$ cat config.mk
export PLATFORM = sky130hd
export DESIGN_NAME = led_scan_reader
export DESIGN_NICKNAME = d
export VERILOG_FILES = /design/src/rtl/led_scan_reader.sv
export SDC_FILE = /design/constraint.sdc
export NUM_CORES = 1
export LEC_CHECK = 0
export BUFFER_PORTS_ARGS = -buffer_cell sky130_fd_sc_hd__buf_2
export CORE_UTILIZATION = 56
export CTS_CLUSTER_SIZE = 12
export DETAILED_ROUTE_END_ITERATION = 10
export GPL_TIMING_DRIVEN = 0
export MAX_ROUTING_LAYER = met4
export PLACE_DENSITY = 0.95
export SYNTH_ARGS = -nofsm -noshare
export SYNTH_HDL_FRONTEND = slang
export SYNTH_SLANG_ARGS = --single-unit
$ cat constraint.sdc
create_clock -name rdclock -period 3.5 [get_ports rdclock]
set_input_delay 0.175 -clock rdclock [delete_from_list [all_inputs] [get_ports rdclock]]
set_output_delay 0.175 -clock rdclock [all_outputs]
set_load 0.02 [all_outputs]
$ cat src/rtl/led_scan_reader.sv
// rtl/led_scan_reader.sv - page RAM scanner that streams bytes to an LED shifter
//
// Reads a run of pages from a registered-address page RAM, one byte at a time,
// and presents each byte on a valid/ready output. Each page is 4*BLK_NUM bytes
// addressed as {page[6:0], blk[3:0], lane[1:0]}; pages advance modulo 128.
//
// Ports:
//   rdclock     in   sole clock, also the page RAM read clock
//   rst_n       in   asynchronous active-low reset
//   start       in   one-cycle scan request (ignored while busy or page_cnt == 0)
//   page_base   in   first page index, sampled on an accepted start
//   page_cnt    in   number of pages to scan (1..128), sampled on an accepted start
//   abort       in   synchronous cancel, wins over start
//   rdaddress   out  registered page RAM read address
//   q           in   page RAM read data
//   out_data    out  byte to the downstream shifter
//   out_valid   out  out_data holds a byte
//   out_ready   in   downstream accepts the byte
//   busy        out  scan running or byte pending
//   row_done    out  pulse with the accepting cycle of the last byte of a page
//   frame_done  out  pulse with the accepting cycle of the last byte of the run
//
// Build option: define SCAN_BITREV_EN to bit-reverse every byte (q[0] -> out_data[7]).

module led_scan_reader #(
    parameter int BLK_NUM = 9
) (
    input  logic        rdclock,
    input  logic        rst_n,
    input  logic        start,
    input  logic [6:0]  page_base,
    input  logic [7:0]  page_cnt,
    input  logic        abort,
    output logic [12:0] rdaddress,
    input  logic [7:0]  q,
    output logic [7:0]  out_data,
    output logic        out_valid,
    input  logic        out_ready,
    output logic        busy,
    output logic        row_done,
    output logic        frame_done
);

    localparam logic [1:0] S_IDLE = 2'd0;
    localparam logic [1:0] S_ADDR = 2'd1;
    localparam logic [1:0] S_CAPT = 2'd2;
    localparam logic [1:0] S_HOLD = 2'd3;

    localparam logic [3:0] LAST_BLK = 4'(BLK_NUM - 1);

    logic [1:0]  state_q, state_d;
    logic [12:0] addr_q, addr_d;
    logic [7:0]  cnt_q, cnt_d;         // pages left, including the current one
    logic [7:0]  data_q, data_d;
    logic        valid_q, valid_d;
    logic        last_row_q, last_row_d;     // pending byte closes a page
    logic        last_frame_q, last_frame_d; // pending byte closes the run

    logic [6:0]  cur_page;
    logic [3:0]  cur_blk;
    logic [1:0]  cur_lane;
    logic        page_end;
    logic        frame_end;
    logic        xfer;
    logic        slot_free;
    logic [12:0] next_addr;
    logic [7:0]  capt_byte;

    assign cur_page  = addr_q[12:6];
    assign cur_blk   = addr_q[5:2];
    assign cur_lane  = addr_q[1:0];
    assign page_end  = (cur_blk == LAST_BLK) && (cur_lane == 2'd3);
    assign frame_end = page_end && (cnt_q == 8'd1);
    assign xfer      = valid_q && out_ready;

    // The output register can take a new byte at the end of CAPT if it is
    // empty now or is being emptied in this same cycle.
    assign slot_free = !valid_q || out_ready;

    // Inside a page blk never reaches 15 when lane rolls over, so a plain
    // increment of the low bits never carries into the page field.
    always_comb begin
        next_addr = addr_q + 13'd1;
        if (page_end) begin
            next_addr = {cur_page + 7'd1, 6'd0};
        end
    end

`ifdef SCAN_BITREV_EN
    always_comb begin
        capt_byte = '0;
        for (int i = 0; i < 8; i++) begin
            capt_byte[i] = q[7 - i];
        end
    end
`else
    assign capt_byte = q;
`endif

    always_comb begin
        state_d      = state_q;
        addr_d       = addr_q;
        cnt_d        = cnt_q;
        data_d       = data_q;
        valid_d      = valid_q;
        last_row_d   = last_row_q;
        last_frame_d = last_frame_q;

        if (xfer) begin
            valid_d = 1'b0;
        end

        case (state_q)
            S_IDLE: begin
                if (start && (page_cnt != 8'd0)) begin
                    cnt_d   = page_cnt;
                    addr_d  = {page_base, 6'd0};
                    state_d = S_ADDR;
                end
            end
            S_ADDR: begin
                // The RAM latches rdaddress at the end of this cycle; only
                // move on when the captured byte will have somewhere to go.
                if (slot_free) begin
                    state_d = S_CAPT;
                end
            end
            S_CAPT: begin
                data_d       = capt_byte;
                valid_d      = 1'b1;
                last_row_d   = page_end;
                last_frame_d = frame_end;
                if (frame_end) begin
                    state_d = S_HOLD;
                end else begin
                    // Next read overlaps with the byte now waiting on the output.
                    addr_d  = next_addr;
                    state_d = S_ADDR;
                    if (page_end) begin
                        cnt_d = cnt_q - 8'd1;
                    end
                end
            end
            S_HOLD: begin
                if (xfer) begin
                    state_d = S_IDLE;
                end
            end
            default: begin
                state_d = S_IDLE;
            end
        endcase

        if (abort) begin
            state_d = S_IDLE;
            valid_d = 1'b0;
        end
    end

    always_ff @(posedge rdclock or negedge rst_n) begin
        if (!rst_n) begin
            state_q      <= S_IDLE;
            addr_q       <= '0;
            cnt_q        <= '0;
            data_q       <= '0;
            valid_q      <= 1'b0;
            last_row_q   <= 1'b0;
            last_frame_q <= 1'b0;
        end else begin
            state_q      <= state_d;
            addr_q       <= addr_d;
            cnt_q        <= cnt_d;
            data_q       <= data_d;
            valid_q      <= valid_d;
            last_row_q   <= last_row_d;
            last_frame_q <= last_frame_d;
        end
    end

    assign rdaddress = addr_q;
    assign out_data  = data_q;
    assign out_valid = valid_q;
    assign busy      = (state_q != S_IDLE);

    // Pulses mark the accepting cycle itself; an abort in that cycle
    // cancels the scan, so it also suppresses them.
    assign row_done   = xfer && last_row_q && !abort;
    assign frame_done = xfer && last_frame_q && !abort;

endmodule

==> flow_summary_export.csv, run 1 <==
group,metric,value,unit
synthesis,netlist_top_cells_count,"nand2_1 (45), dfrtp_1 (34), a21oi_1 (20), nor2_1 (19), o21ai_0 (19)",
final_layout,nFillCells,251,
timing,finalHoldViolations,0,
floorplan,initial_core_util,60.7,%
floorplan,ios,53,
timing,setup_viol,0,
global_route,grt_pass1_vias,1681,
timing,rsz0062_at_grt,"false",
critical_path,worstSetupPathType,"reg -> reg",
final_layout,multi_input_area,973,µm²
power_and_ir_drop,power.leakage,1.09,nW
synthesis,synth_most_common_cell,"nand2_1",
drt,drtIter0Drc,165,
critical_path,r2r-end,"rdaddress[7]",
timing,layout_min_cycle_time,2.37,ns
drt,postRouteAntennaNets,0,
final_layout,register_area,851,µm²
floorplan,std_cell_rows,20,
clocking,clk_latency,0.35,ns
critical_path,reg2reg_depth,8,
clocking,tritoncts,"done",
critical_path,worstPathArrival,2.63,ns
synthesis,yosys_warnings,0,
drt,num_vias,1878,
drt,viasPerCell,5.80,
critical_path,cp.required,3.76,ns
clocking,cts_resized,0,
floorplan,dieArea,0.00363,mm²
clocking,clkSinkCount,34,
critical_path,cpPeakStageDelay,0.52,ns
synthesis,synth_ff_type,"dfrtp_1",
synthesis,syn_area_per_cell,8.67,µm²
timing,fin_tns_setup,0,ns
clocking,cts_buffers,5,
hold_path,hp-start,"q[2]",
critical_path,critical-path-slowest-cell,"or4_4",
synthesis,synth_area_leaders,"dfrtp_1 (45%), nand2_1 (8.9%), a21oi_1 (5.3%), o21ai_0 (5.0%), nor2_1 (3.8%)",
critical_path,rrSetupSlack,1.13,ns
final_layout,area_growth,20.3,%
power_and_ir_drop,powerDensity,563,mW/mm²
synthesis,synth_edf_count,0,
clocking,clockRootBuffer,"clkbuf_4",
critical_path,rr_startpoint,"cnt_q[1]",
placed_design,dp.final_hpwl,3.20,mm
final_layout,finalNetCount,311,
synthesis,syn_inst,219,
synthesis,ys_types,46,
placed_design,port_buffers,52,
timing,tightest_slew,0.732,ns
placed_design,dp_slack,1.17,ns
critical_path,cp_top_family,"simple AND/OR/NAND/NOR gates",
critical_path,start_kind,"flop",
clocking,clk_pin_slew_worst_paths,0.10,ns
critical_path,crit_path_end_kind,"flop",
hold_path,hold_path_end,"out_data[2]",
synthesis,synth_seq_cells,34,
global_route,grt_pass1_wl,7.30,mm
synthesis,synth_top_area_share,44.8,%
global_route,grt_use_total,28.0,%
final_layout,final_util,73.0,%
clocking,ctsLongestPathBuffers,2,
global_route,antenna_found_initial,0,
final_layout,drive_gt1_share,25.7,%
synthesis,ys_seq_area_share,44.8,%
timing,finalWorstSetupSlack,1.13,ns
status,status,"finished, final reports clean",
floorplan,core,0.00313,mm²
power_and_ir_drop,ir_drop,0.000292,V
critical_path,crit_buf_inv,2,
drt,dr.pass1.iters,7,
clocking,postCtsHoldBufs,1,
drt,drt-total-wl,4.35,mm
timing,period_share,67.8,%
timing,max_freq,0.421,GHz
synthesis,synth_area,0.00190,mm²
clocking,htree_levels,2,
placed_design,place.gp.congestion,0.853,
global_route,grt_max_degree,35,
synthesis,synth_nets,251,
hold_path,hold_depth,3,
placed_design,placed_cell_area,0.00221,mm²
job,max_cap_viol_count,0,
final_layout,finalInstanceArea,0.00228,mm²
drt,wire_per_inst,13.4,µm
synthesis,yosys.area.top_type,"dfrtp_1",
drt,drc,0,
timing,clock_skew,0.0128,ns
synthesis,async_flop_share,100,%
hold_path,hold_class,"in -> reg",
clocking,cts_setup_buffers,0,
timing,drv_slew,0,
global_route,overflow,0,
floorplan,fp.dieH,60.2,µm
power_and_ir_drop,p_total,1.29,mW
critical_path,critPathMaxFanout,10,
floorplan,fp.dieW,60.2,µm
final_layout,diodes,0,
critical_path,path_cells,"inv_1, ha_1, or3b_2, or4_4, o211ai_2, buf_2, o21ai_0, o31ai_1",
timing,relSlewSlack,51.2,%
worst min-delay path: stages:
cell and delay (ns):
buf_2 0.07, nand2_1 0.04, nand2_1 0.04
registers in the layout (all words and copies together) (netlist names):
register,flops
last_frame_q,1
last_row_q,1
out_data,8
state_q,2
rdaddress,13
out_valid,1
cnt_q,8
area by class of cell:
cell class,instances,share of cell area [%]
tap,44,2.41
multi-input combinational,171,42.6
buffer,10,2.58
clock inverter,1,0.219
inverter,4,0.658
timing repair buffer,53,11.8
clock buffer,7,2.41
sequential,34,37.3
metrics by stage:
stage	instances	hold WS (ns)
global placement	315	0.278
detailed placement	315	0.275
finish	324	0.0217
floorplan	219	-0.121
global route	324	0.0162
CTS	324	0.0201
placed cells by master, fill, tap and decap left out, types with 3 or more instances in the layout:
master    Yosys  layout
inv_1         4       4
dfrtp_1      34      34
ha_1          4       4
a41oi_1       3       3
nand4_1       5       5
nand2_1      45      45
buf_2         2      54
nor2_1       19      19
o22a_1        5       5
clkbuf_4      0       5
o21ai_0      19      19
nand2b_1      4       4
a21oi_1      20      20
nand3_1       5       5
clkbuf_1      5       6
o22ai_1       5       5
metal layers:
| layer | vias up | track usage, % | wire length (µm) |
|---|---|---|---|
| met5 | - | - | 0 |
| met1 | 889 | 35.0 | 1920 |
| met3 | 8 | 6.28 | 248 |
| met2 | 69 | 43.2 | 2120 |
| li1 | 912 | - | - |
| met4 | 0 | 12.0 | 66 |
report_power, final:
part | total [mW] | internal, mW | switching, mW
Clock | 0.231 | 0.0973 | 0.133
Sequential | 0.589 | 0.494 | 0.0947
Combinational | 0.466 | 0.182 | 0.285
worst max-delay path by stage:
stage / from / endpoint / slack [ns] / depth (start not counted)
after global placement: cnt_q[1] / rdaddress[7] / 1.20 / 8
after global routing: cnt_q[1] / rdaddress[7] / 0.93 / 8
final: cnt_q[1] / rdaddress[7] / 1.13 / 8
after detailed placement: cnt_q[1] / rdaddress[7] / 1.17 / 8
after CTS: cnt_q[1] / rdaddress[7] / 1.15 / 8
after floorplan: rdaddress[3] / cnt_q[6] / 1.26 / 6
kinds of logic (layout without fill, tap and decap cells):
logic type / count (synthesis) / count (layout) / synth area share [%]
DFF: 34 / 34 / 44.8
AOI/OAI and AO/OA: 67 / 67 / 23.2
and+or+nand+nor: 98 / 98 / 24.5
xor gates and xnor gates: 2 / 2 / 0.923
adders and majority gates: 4 / 4 / 2.64
buffers and inverters: 14 / 75 / 3.89
(Power assumes the default switching activity.)
==> run 2: changes to the inputs <==
--- a/config.mk
+++ b/config.mk
@@ -5,13 +5,14 @@
 export SDC_FILE = /design/constraint.sdc
 export NUM_CORES = 1
 export LEC_CHECK = 0
+export ABC_AREA = 1
 export BUFFER_PORTS_ARGS = -buffer_cell sky130_fd_sc_hd__buf_2
-export CORE_UTILIZATION = 56
+export CORE_UTILIZATION = 53
 export CTS_CLUSTER_SIZE = 12
 export DETAILED_ROUTE_END_ITERATION = 10
 export GPL_TIMING_DRIVEN = 0
 export MAX_ROUTING_LAYER = met4
-export PLACE_DENSITY = 0.95
+export PLACE_DENSITY = 0.89
 export SYNTH_ARGS = -nofsm -noshare
 export SYNTH_HDL_FRONTEND = slang
 export SYNTH_SLANG_ARGS = --single-unit
==> constraint.sdc (replaced) <==
create_clock -name rdclock -period 2.5 [get_ports rdclock]
set_input_delay 0.125 -clock rdclock [delete_from_list [all_inputs] [get_ports rdclock]]
set_output_delay 0.125 -clock rdclock [all_outputs]
set_load 0.02 [all_outputs]
==> flow_summary_export.csv, run 2 <==
group,metric,value,unit
status,status,"finished, final reports clean",
job,max_cap_viol_count,0,
floorplan,fp.dieW,65.9,µm
drt,drc,0,
synthesis,netlist_top_cells_count,"nand2_1 (113), dfrtp_1 (34), nor2_1 (31), inv_1 (26), nand3_1 (22)",
clocking,ctsLongestPathBuffers,2,
final_layout,diodes,0,
clocking,tritoncts,"done",
final_layout,nFillCells,330,
synthesis,yosys_warnings,0,
global_route,grt_use_total,26.3,%
critical_path,critPathMaxFanout,8,
critical_path,worstSetupPathType,"reg -> reg",
global_route,grt_pass1_wl,8.42,mm
clocking,cts_setup_buffers,0,
drt,wire_per_inst,12.1,µm
floorplan,fp.dieH,65.9,µm
synthesis,synth_area,0.00217,mm²
timing,clock_skew,0.00555,ns
drt,dr.pass1.iters,4,
drt,postRouteAntennaNets,0,
hold_path,hp-start,"q[6]",
timing,setup_viol,0,
floorplan,std_cell_rows,22,
clocking,clk_pin_slew_worst_paths,0.07,ns
timing,relSlewSlack,49.5,%
synthesis,synth-compound-area-share,8.72,%
timing,layout_min_cycle_time,1.82,ns
floorplan,dieArea,0.00435,mm²
power_and_ir_drop,power.leakage,1.37,nW
clocking,htree_levels,2,
synthesis,syn_inst,306,
synthesis,ys_seq_area_share,39.3,%
final_layout,final_util,68.1,%
floorplan,ios,53,
timing,tightest_slew,0.758,ns
final_layout,layout_commonest_cell,"nand2_1",
clocking,cts_buffers,5,
final_layout,finalNetCount,398,
power_and_ir_drop,combPwrFrac,45.5,%
synthesis,synth_area_leaders,"dfrtp_1 (39%), nand2_1 (20%), nor2_1 (5.4%), nand3_1 (5.1%), inv_1 (4.5%)",
power_and_ir_drop,internal-power,1.37,mW
critical_path,cp.required,2.70,ns
synthesis,synth_seq_cells,34,
power_and_ir_drop,ir_drop,0.000536,V
hold_path,hold_class,"in -> reg",
drt,num_vias,2170,
critical_path,cpPeakStageDelay,0.43,ns
global_route,grt_max_degree,35,
power_and_ir_drop,p_total,2.49,mW
critical_path,start_kind,"flop",
final_layout,final_cell_mix,"nand2_1 (113), buf_2 (53), dfrtp_1 (34)",
critical_path,rr_startpoint,"rdaddress[0]",
clocking,clockRootBuffer,"clkbuf_8",
final_layout,largest_reg_flops,13,
power_and_ir_drop,pwr-share-clk,16.9,%
critical_path,rrSetupSlack,0.68,ns
final_layout,drive_gt1_share,24.3,%
clocking,clk_latency,0.29,ns
power_and_ir_drop,powerDensity,961,mW/mm²
floorplan,initial_core_util,57.0,%
drt,viasPerCell,5.23,
placed_design,place.gp.congestion,0.907,
critical_path,crit_start,"rdaddress[0]",
placed_design,placed_cell_area,0.00249,mm²
timing,drv_slew,0,
final_layout,area_growth,19.5,%
critical_path,cp_common_cell,"nand3_2",
global_route,grt_pass1_vias,1944,
synthesis,async_flop_share,100,%
clocking,clkSinkCount,34,
synthesis,synth_nets,338,
placed_design,post-place-cells,406,
critical_path,worstPathArrival,2.02,ns
clocking,postCtsHoldBufs,1,
synthesis,synth_top_area_share,39.3,%
power_and_ir_drop,switching_share,44.9,%
timing,rsz0062_at_grt,"false",
final_layout,finalInstanceArea,0.00259,mm²
critical_path,crit_buf_inv,2,
power_and_ir_drop,pwr-share-seq,37.6,%
synthesis,synthAdderAreaFrac,2.31,%
clocking,cts_resized,0,
critical_path,crit_path_end_kind,"flop",
placed_design,dp.final_hpwl,3.69,mm
timing,max_freq,0.548,GHz
final_layout,multi_input_area,0.00115,mm²
critical_path,path_cells,"ha_1, buf_2, nand2_1, nor2_1, nand3_2, nand3_2, inv_2, o21ai_0",
synthesis,ys_types,27,
drt,drtIter0Drc,160,
global_route,overflow,0,
synthesis,synth_edf_count,0,
synthesis,synth_most_common_cell,"nand2_1",
power_and_ir_drop,p_switching,1.12,mW
placed_design,dp_slack,0.691,ns
synthesis,synthXorXnorAreaFrac,0.809,%
placed_design,port_buffers,52,
timing,period_share,72.9,%
final_layout,fin_cells,415,
synthesis,synth_top_family_by_area,"simple AND/OR/NAND/NOR gates",
synthesis,synth_ff_type,"dfrtp_1",
timing,fin_tns_setup,0,ns
drt,drt-total-wl,5.04,mm
floorplan,core,0.00380,mm²
critical_path,cp_top_family,"simple AND/OR/NAND/NOR gates",
critical_path,critical-path-slowest-cell,"dfrtp_1",
global_route,antenna_found_initial,0,
synthesis,yosys.area.top_type,"dfrtp_1",
synthesis,synthMuxAreaShare,0,%
timing,finalWorstSetupSlack,0.677,ns
synthesis,synth-simple-area-share,41.3,%
timing,hold_ws,0.0389,ns
final_layout,register_area,851,µm²
synthesis,syn_area_per_cell,7.08,µm²
timing,finalHoldViolations,0,
-- run 2: cell count changes after synthesis, sizes merged, moves of 6 or more --
cell   change
inv       +25
nor2      +16
o21ai      +7
nand2     +73
nand4      +6
nand3     +20
a21oi     -18
-- run 2: path summary, 6_finish.rpt --
kind,endpoint,cells past startpoint
setup / recovery,rdaddress[5],8
setup reg to reg,rdaddress[5],8
hold / removal,out_data[6],3
min in group asynchronous,rdaddress[10],2
max in group asynchronous,out_data[3],2
hold reg to reg,out_data[6],2
-- run 2: worst reg2reg max path: stages, from the launching register on --
cell     delay, ns
dfrtp_1       0.43
ha_1          0.17
buf_2         0.19
nand2_1       0.07
nor2_1        0.20
nand3_2       0.17
nand3_2       0.21
inv_2         0.12
o21ai_0       0.19
-- run 2: kinds of logic after synthesis --
| family | after synthesis |
|---|---|
| simple gates | 199 |
| buf+inv | 37 |
| flops | 34 |
| compound gates | 30 |
| fa+ha+maj | 4 |
| xor+xnor | 2 |
-- run 2: area by class of cell --
type                            instances  area share [%]
Timing Repair Buffer                   53            10.4
Tap cell                               48            2.32
Inverter                               29            4.21
Clock buffer                            7            3.34
Sequential cell                        34            32.9
Buffer                                  8            2.13
Multi-Input combinational cell        235            44.5
Clock inverter                          1           0.193
-- run 2: metal layers --
metal | vias to the layer above | global-route usage [%] | routed length, µm
li1 | 1102 | - | -
met1 | 1000 | 30.9 | 2240
met2 | 62 | 44.6 | 2510
met3 | 6 | 6.21 | 248
met4 | 0 | 7.34 | 44
met5 | - | - | 0
-- run 2: power by group through the flow --
stage | Sequential [mW] | Combinational [mW] | Clock, mW
3_3_place_gp | 0.927 | 1.09 | 0
6_report | 0.936 | 1.13 | 0.420
2_1_floorplan | 1.06 | 0.672 | 0
4_1_cts | 0.931 | 1.13 | 0.429
5_1_grt | 0.964 | 1.27 | 0.459
3_5_place_dp | 0.934 | 1.13 | 0
==> run 3: changes to the inputs <==
==> constraint.sdc (replaced) <==
create_clock -name rdclock -period 1.9 [get_ports rdclock]
set_input_delay 0.095 -clock rdclock [delete_from_list [all_inputs] [get_ports rdclock]]
set_output_delay 0.095 -clock rdclock [all_outputs]
set_load 0.02 [all_outputs]
==> flow_summary_export.csv, run 3 (same netlist as run 2, synthesis figures left out) <==
group,metric,value,unit
clocking,clkSinkCount,34,
drt,drc,0,
floorplan,fp.dieW,65.9,µm
final_layout,area_growth,20.7,%
critical_path,start_kind,"flop",
critical_path,critPathMaxFanout,8,
timing,setup_viol,0,
global_route,overflow,0,
global_route,grt_max_degree,35,
timing,finalHoldViolations,0,
global_route,grt_pass1_vias,1951,
status,status,"finished, final reports clean",
final_layout,final_cell_mix,"nand2_1 (113), buf_2 (53), dfrtp_1 (33)",
hold_path,hold_depth,3,
placed_design,dp.final_hpwl,3.69,mm
drt,dr.pass1.iters,4,
clocking,htree_levels,2,
timing,drv_slew,0,
floorplan,core,0.00380,mm²
floorplan,fp.dieH,65.9,µm
clocking,clk_latency,0.29,ns
timing,hold_ws,0.0100,ns
job,max_cap_viol_count,0,
final_layout,largest_reg_flops,13,
clocking,cts_buffers,5,
drt,drt-total-wl,5.05,mm
placed_design,post-place-cells,406,
global_route,antenna_found_initial,0,
clocking,ctsLongestPathBuffers,2,
timing,period_share,90.3,%
timing,fin_tns_setup,0,ns
drt,viasPerCell,5.24,
drt,drtIter0Drc,158,
critical_path,cp.required,2.10,ns
critical_path,worstPathArrival,1.91,ns
critical_path,reg2reg_depth,8,
floorplan,ios,53,
timing,layout_min_cycle_time,1.72,ns
final_layout,diodes,0,
power_and_ir_drop,power.leakage,1.38,nW
critical_path,worstSetupPathType,"reg -> reg",
drt,wire_per_inst,12.1,µm
floorplan,dieArea,0.00435,mm²
drt,num_vias,2183,
placed_design,port_buffers,52,
final_layout,fin_cells,417,
timing,relSlewSlack,49.3,%
clocking,clockRootBuffer,"clkbuf_8",
final_layout,layout_commonest_cell,"nand2_1",
global_route,grt_pass1_wl,8.45,mm
power_and_ir_drop,powerDensity,1250,mW/mm²
global_route,grt_use_total,26.4,%
timing,clock_skew,0.00559,ns
timing,rsz0062_at_grt,"false",
power_and_ir_drop,ir_drop,0.000704,V
critical_path,crit_path_end_kind,"flop",
drt,postRouteAntennaNets,0,
floorplan,initial_core_util,57.0,%
final_layout,finalNetCount,400,
clocking,tritoncts,"done",
placed_design,place.gp.congestion,0.907,
final_layout,drive_gt1_share,24.9,%
clocking,clk_pin_slew_worst_paths,0.07,ns
floorplan,std_cell_rows,22,
hold_path,hold_class,"in -> reg",
timing,max_freq,0.583,GHz
timing,tightest_slew,0.760,ns
run 3: routing by layer:
metal | global-route usage [%] | wire length, µm | vias to the layer above | share of wire [%]
li1 | - | - | 1106 | -
met1 | 31.1 | 2240 | 1004 | 44
met2 | 44.8 | 2520 | 67 | 50
met3 | 6.21 | 238 | 6 | 4.7
met4 | 7.34 | 44 | 0 | 0.87
met5 | - | 0 | - | 0
run 3: per-stage QoR:
stage	cell area (µm²)	utilization, %	worst slack [ns]	total power, mW
after CTS	2610	68.6	0.0753	3.28
after detailed placement	2490	65.4	0.0909	2.72
after global placement	2490	65.4	0.151	2.65
final	2610	68.8	0.185	3.28
after floorplan	2170	-	0.202	2.28
after global routing	2610	68.8	0.0274	3.55
run 3: path summary, 6_finish.rpt:
path	startpoint	slack, ns	endpoint
min in group asynchronous	rst_n	0.41	rdaddress[10]
setup / recovery	rdaddress[0]	0.18	rdaddress[5]
hold reg to reg	out_data[6]	0.47	out_data[6]
max in group asynchronous	rst_n	0.96	rdaddress[0]
hold / removal	q[1]	0.01	out_data[1]
setup reg to reg	rdaddress[0]	0.18	rdaddress[5]
run 3: power breakdown:
part	leakage, nW	internal (mW)	switching [mW]
clock	0.0482	0.292	0.260
combinational	0.900	0.526	0.964
sequential	0.429	0.990	0.243
total	1.38	1.81	1.47
run 3: cell type report:
type | count | area (µm²)
Sequential cell | 34 | 852
Timing Repair Buffer | 55 | 290
Inverter | 29 | 109
Clock buffer | 7 | 86.3
Buffer | 8 | 55.1
Multi-Input combinational cell | 235 | 1160
Tap cell | 48 | 60.1
Fill cell | 325 | 1180
Clock inverter | 1 | 5.00
run 3: critical path, cell delays in order (launching register included):
cell,delay [ns]
dfrtp_2,0.40
ha_1,0.15
buf_2,0.19
nand2_1,0.08
nor2_2,0.14
nand3_2,0.15
nand3_2,0.20
inv_2,0.11
o21ai_0,0.19
run 3: timing repair:
item                                    4_1_cts  5_1_grt
endpoints found under the setup margin        0       15
setup buffers                                 0        0
hold buffers                                  3        0
resized for setup                             0        3
hold endpoints to repair                     36        0
